## config.mk

```make
export PLATFORM = sky130hd
export DESIGN_NAME = queue_wr_arbiter
export DESIGN_NICKNAME = d
export VERILOG_FILES = /design/src/rtl/queue_wr_arbiter.sv
export SDC_FILE = /design/constraint.sdc
export NUM_CORES = 1
export LEC_CHECK = 0
export ABC_AREA = 1
export CAP_MARGIN = 20
export CORE_UTILIZATION = 45
export DETAILED_ROUTE_END_ITERATION = 10
export PLACE_DENSITY = 0.94
export RECOVER_POWER = 50
export SETUP_SLACK_MARGIN = 0.4
export SYNTH_ARGS = -nofsm -noshare
export SYNTH_HDL_FRONTEND = slang
export SYNTH_SLANG_ARGS = --single-unit
```

## constraint.sdc

```tcl
create_clock -name clk -period 7.3 [get_ports clk]
set_input_delay 1.46 -clock clk [delete_from_list [all_inputs] [get_ports clk]]
set_output_delay 1.46 -clock clk [all_outputs]
set_load 0.005 [all_outputs]
```

## src/rtl/queue_wr_arbiter.sv

```systemverilog
// queue_wr_arbiter: packet-locked arbiter sharing one ram_queue write port between NUM_REQ producers.
// Optional QARB_FIXED_PRIO_EN selects fixed priority (requester 0 highest) instead of round-robin.
module queue_wr_arbiter #(
   parameter  int NUM_REQ    = 4,
   parameter  int DATA_WIDTH = 4,
   localparam int IDX_WIDTH  = (NUM_REQ > 1) ? $clog2(NUM_REQ) : 1
) (
   input  logic                          clk,
   input  logic                          reset_n,
   input  logic [NUM_REQ-1:0]            req_valid_i,
   input  logic [NUM_REQ-1:0]            req_last_i,
   input  logic [NUM_REQ*DATA_WIDTH-1:0] req_data_i,
   output logic [NUM_REQ-1:0]            req_ready_o,
   output logic                          q_wvalid_o,
   output logic [DATA_WIDTH-1:0]         q_wdata_o,
   input  logic                          q_full_i,
   output logic [IDX_WIDTH-1:0]          grant_idx_o,
   output logic                          busy_o
);

   typedef enum logic [0:0] {ST_IDLE = 1'b0, ST_LOCKED = 1'b1} state_t;

   state_t               state_r;
   logic [IDX_WIDTH-1:0] owner_r;
   logic [IDX_WIDTH-1:0] base_s;
   logic [IDX_WIDTH-1:0] idle_win_s;
   logic                 idle_found_s;
   logic [IDX_WIDTH-1:0] win_s;
   logic                 win_exists_s;
   logic                 win_valid_s;
   logic                 win_last_s;
   logic                 xfer_s;

`ifdef QARB_FIXED_PRIO_EN
   assign base_s = '0;
`else
   logic [IDX_WIDTH-1:0] rr_ptr_r;
   logic [IDX_WIDTH-1:0] next_ptr_s;

   assign base_s     = rr_ptr_r;
   assign next_ptr_s = (win_s == IDX_WIDTH'(NUM_REQ - 1)) ? '0 : win_s + IDX_WIDTH'(1);
`endif

   function automatic logic bit_at(input logic [NUM_REQ-1:0] vec, input int idx);
      logic r;
      r = 1'b0;
      for (int k = 0; k < NUM_REQ; k++) begin
         r = r | (vec[k] & (k == idx));
      end
      return r;
   endfunction

   // First valid requester at or after base_s, wrapping past NUM_REQ-1.
   always_comb begin
      int   cand;
      logic hit;
      idle_found_s = 1'b0;
      idle_win_s   = '0;
      cand         = 0;
      hit          = 1'b0;
      for (int i = 0; i < NUM_REQ; i++) begin
         cand         = int'(base_s) + i;
         cand         = (cand >= NUM_REQ) ? cand - NUM_REQ : cand;
         hit          = ~idle_found_s & bit_at(req_valid_i, cand);
         idle_win_s   = hit ? IDX_WIDTH'(cand) : idle_win_s;
         idle_found_s = idle_found_s | hit;
      end
   end

   assign win_s        = (state_r == ST_LOCKED) ? owner_r : idle_win_s;
   assign win_exists_s = (state_r == ST_LOCKED) | idle_found_s;
   assign win_valid_s  = bit_at(req_valid_i, int'(win_s));
   assign win_last_s   = bit_at(req_last_i, int'(win_s));
   assign xfer_s       = reset_n & win_exists_s & win_valid_s & ~q_full_i;

   // Route the winner's beat straight to the queue; everything is zero without a transfer.
   always_comb begin
      logic sel;
      sel         = 1'b0;
      req_ready_o = '0;
      q_wdata_o   = '0;
      for (int k = 0; k < NUM_REQ; k++) begin
         sel            = xfer_s & (win_s == IDX_WIDTH'(k));
         req_ready_o[k] = sel;
         q_wdata_o      = q_wdata_o | (sel ? req_data_i[k*DATA_WIDTH +: DATA_WIDTH] : '0);
      end
   end

   assign q_wvalid_o  = xfer_s;
   assign busy_o      = reset_n & (state_r == ST_LOCKED);
   assign grant_idx_o = !reset_n                ? '0 :
                        (state_r == ST_LOCKED)  ? owner_r :
                        idle_found_s            ? idle_win_s : base_s;

   // Lock on a non-final beat; release and advance the pointer once the final beat transfers.
   always_ff @(posedge clk or negedge reset_n) begin
      if (!reset_n) begin
         state_r  <= ST_IDLE;
         owner_r  <= '0;
`ifndef QARB_FIXED_PRIO_EN
         rr_ptr_r <= '0;
`endif
      end else if (xfer_s) begin
         case (state_r)
            ST_IDLE: begin
               if (win_last_s) begin
`ifndef QARB_FIXED_PRIO_EN
                  rr_ptr_r <= next_ptr_s;
`endif
               end else begin
                  state_r <= ST_LOCKED;
                  owner_r <= win_s;
               end
            end
            ST_LOCKED: begin
               if (win_last_s) begin
                  state_r  <= ST_IDLE;
`ifndef QARB_FIXED_PRIO_EN
                  rr_ptr_r <= next_ptr_s;
`endif
               end
            end
            default: state_r <= ST_IDLE;
         endcase
      end
   end

endmodule

```

==> results.toml <==
[worst_setup_path]
cp-start-kind = "primary input"
timing.rr.start = "base_s[0]"
critPathArrivalTime_ps = 5010
startpoint = "req_valid_i[2]"
crit_type = "primary input to output port"
cp_common_cell = "nand2_1"
required_ps = 5840
path_max_fanout = 20
cp_top_family = "simple AND/OR/NAND/NOR gates"
crit_chain = "dlygate4sd3_1, nand2_1, nand2_1, nor2_4, nand2_2, nor2_2, nand3_2, nand3_1, ha_1, nand2_1, nand3_1, a21oi_2, nor2_8, nand4_1, nand2_1, inv_1, nand2_1, clkdlybuf4s50_1"
max_stage_delay_ps = 600
cp_slowest_cell = "dlygate4sd3_1"
critPathBufInv = 3
crit_path_end_kind = "output port"

[finish]
fin_util_pct = 68.9
layoutNonFillerInstCount = 229
nNetsFinal = 238
final_common_cell = "nand2_1"
syn2layout_area_growth_pct = 40.5
diodes = 0
nFillCells = 183
final_cell_mix = "nand2_1 (57), clkdlybuf4s50_1 (35), inv_1 (25)"
layout-drive-gt1-share_pct = 11.9

[clock_network]
cts_hold_buf = 0
cts_setup_buffers = 0
numClockSinks = 5
insertion_delay_ps = 230
numCtsBuffers = 3
cts_resized = 0
cts_tree = "done"
clkTransAtPathRegs_ps = 40
cts_max_level = 1
cts_buffer_depth = 2
cts_root_buf = "clkbuf_4"

[global_routing]
grt_pass1_wl_um = 4440
grt_pass1_vias = 1047
antenna_found_initial = 0
gr-total-overflow = 0
grt_use_total_pct = 23.2
grt_max_degree = 21

[yosys]
synth.cell_area_um2 = 991
ys_ff_latch = 5
synth_mux_area_share_pct = 0
ys_types = 24
netlist_instances = 163
synth.avg_cell_area_um2 = 6.08
synth-simple-area-share_pct = 55.7
synth_xor_area_share_pct = 0
syn-num-nets = 198
synth_top_family_by_area = "simple AND/OR/NAND/NOR gates"
ys_warn_count = 0
synthAdderAreaFrac_pct = 10.1
synth_compound_area_share_pct = 7.83
seq_area_frac_synth_pct = 12.6

[floorplanning]
num_rows = 16
start_util_pct = 49.0
design.core.area_um2 = 2020
fp.dieH_um = 48.9
die_w_um = 48.9
ios = 39
dieArea_um2 = 2390

[worst_hold_path]
hold_path_class = "flip-flop to flip-flop"
hp-start = "owner_r[1]"

[route]
vias_per_cell = 5.26
drtIter0Drc = 28
drtPass1Iterations = 4
wirelength_um = 2690
drc = 0
avgRoutedWirePerCell_um = 11.7
vias = 1205
ant_nets = 0

[pwr]
p_int_w = 0.000253
power.leakage_nw = 0.695
p_switching_w = 0.000334
clkPwrFrac_pct = 5.1
ir_drop_v = 0.000351
pwr-share-comb_pct = 85.8
power_frac_seq_pct = 9.1
switching_share_pct = 56.9
power_density_nw_per_um2 = 421

[timing]
setup-violations-final = 0
slew_viol_final = 0
tightest_slew_ps = 447
min_period_ps = 6470
clock_skew_ps = 1.57
setup_tns_ps = 0
rsz0062_at_grt = "false"
post-route-period-util_pct = 88.6
max_freq_mhz = 155
hold_viol = 0
max-slew-margin-rel_pct = 70.1

[flow_run]
cap_violations = 0

[placed_design]
placed_cells = 225
dp_hpwl_um = 2210
place.gp.congestion = 0.910
io_buffers = 38

[run_status]
run_status = "finished, final reports clean"
-- area by class of cell --
cell class                 instances  area (um^2)  share of cell area (%)
clock buffer                       4         26.3                    1.89
inverter                          29          109                    7.82
multi-input combinational        126          718                    51.6
sequential                         5          125                    8.98
tap                               27         33.8                    2.43
timing repair buffer              38          380                    27.3
-- power by group through the flow --
stage           Clock, W  Sequential [W]  Combinational, W
3_3_place_gp           0       0.0000525          0.000484
6_report       0.0000298       0.0000532          0.000503
3_5_place_dp           0       0.0000535          0.000504
2_1_floorplan          0       0.0000502          0.000375
4_1_cts        0.0000309       0.0000531          0.000507
5_1_grt        0.0000327       0.0000558          0.000561
-- registers in the layout (all words and copies together), names as in the netlist --
register  count
state_r       1
base_s        2
owner_r       2
-- synth_stat cells --
| cell | n | share of area (%) |
|---|---|---|
| nand2_2 | 4 | 2.5 |
| nor2_2 | 3 | 1.9 |
| nor2_1 | 9 | 3.4 |
| nor2_4 | 2 | 2.3 |
| ha_1 | 8 | 10 |
| nor2_8 | 1 | 2.0 |
| nand4_1 | 19 | 12 |
| a21oi_2 | 2 | 1.8 |
| nand2_1 | 57 | 22 |
| a21oi_1 | 2 | 1.0 |
| inv_1 | 25 | 9.5 |
| buf_2 | 1 | 0.50 |
| buf_6 | 2 | 2.3 |
| or2_4 | 1 | 0.88 |
| inv_2 | 4 | 1.5 |
| o21ai_1 | 3 | 1.5 |
| dfrtp_1 | 5 | 13 |
| a22o_1 | 2 | 1.8 |
| nand3_1 | 6 | 3.0 |
| o21ai_2 | 2 | 1.8 |
| nand3_2 | 2 | 2.0 |
| nand4_2 | 1 | 1.3 |
| nand2_8 | 1 | 2.0 |
| nand3b_1 | 1 | 0.76 |
-- metrics by stage --
| stage | hold WS (ps) | power, W | cell area [um^2] | worst slack (ps) |
|---|---|---|---|---|
| after floorplan | 459 | 0.000425 | 991 | 2510 |
| after global placement | 479 | 0.000537 | 1380 | 1160 |
| after detailed placement | 492 | 0.000558 | 1380 | 992 |
| after CTS | 502 | 0.000591 | 1400 | 972 |
| after global routing | 546 | 0.000649 | 1390 | 455 |
| final | 500 | 0.000586 | 1390 | 834 |
-- cell families (layout without fill, tap and decap cells) --
family / count (synthesis) / count (layout)
and+or+nand+nor: 107 / 107
buffers and inverters: 32 / 71
AOI/OAI and AO/OA: 11 / 11
adders and majority gates: 8 / 8
DFF: 5 / 5
-- metal layers --
layer	share of wire (%)	wire length (um)	vias up	global-route usage, %
met4	1.9	51	0	7.35
met3	4.6	125	6	1.25
met2	51	1370	48	41.9
li1	-	-	605	-
met5	0	0	-	0
met1	42	1140	546	29.1
-- path summary, 6_finish.rpt --
path / cells past startpoint / to / slack [ps]
worst min-delay path: 2 / owner_r[1] / 500
min in group asynchronous: 1 / owner_r[0] / 1560
worst max-delay path: 18 / q_wdata_o[0] / 830
worst max register to register: 17 / owner_r[0] / 3830
max in group asynchronous: 1 / state_r / 5500
worst min register to register: 2 / owner_r[1] / 500
-- worst register-to-register path, stage by stage (launching register included) --
cell and delay, ps:
dfrtp_1 440, inv_1 120, ha_1 260, nand2_1 90, nand2_2 70, nor2_4 170, nand2_2 80, nor2_2 130
nand3_2 380, nand3_1 320, ha_1 340, nand2_1 80, nand3_1 110, a21oi_2 70, nor2_8 270, nand4_1 240
nand2_1 120, o21ai_1 70
Note: power is estimated with default switching activity, not from simulation.
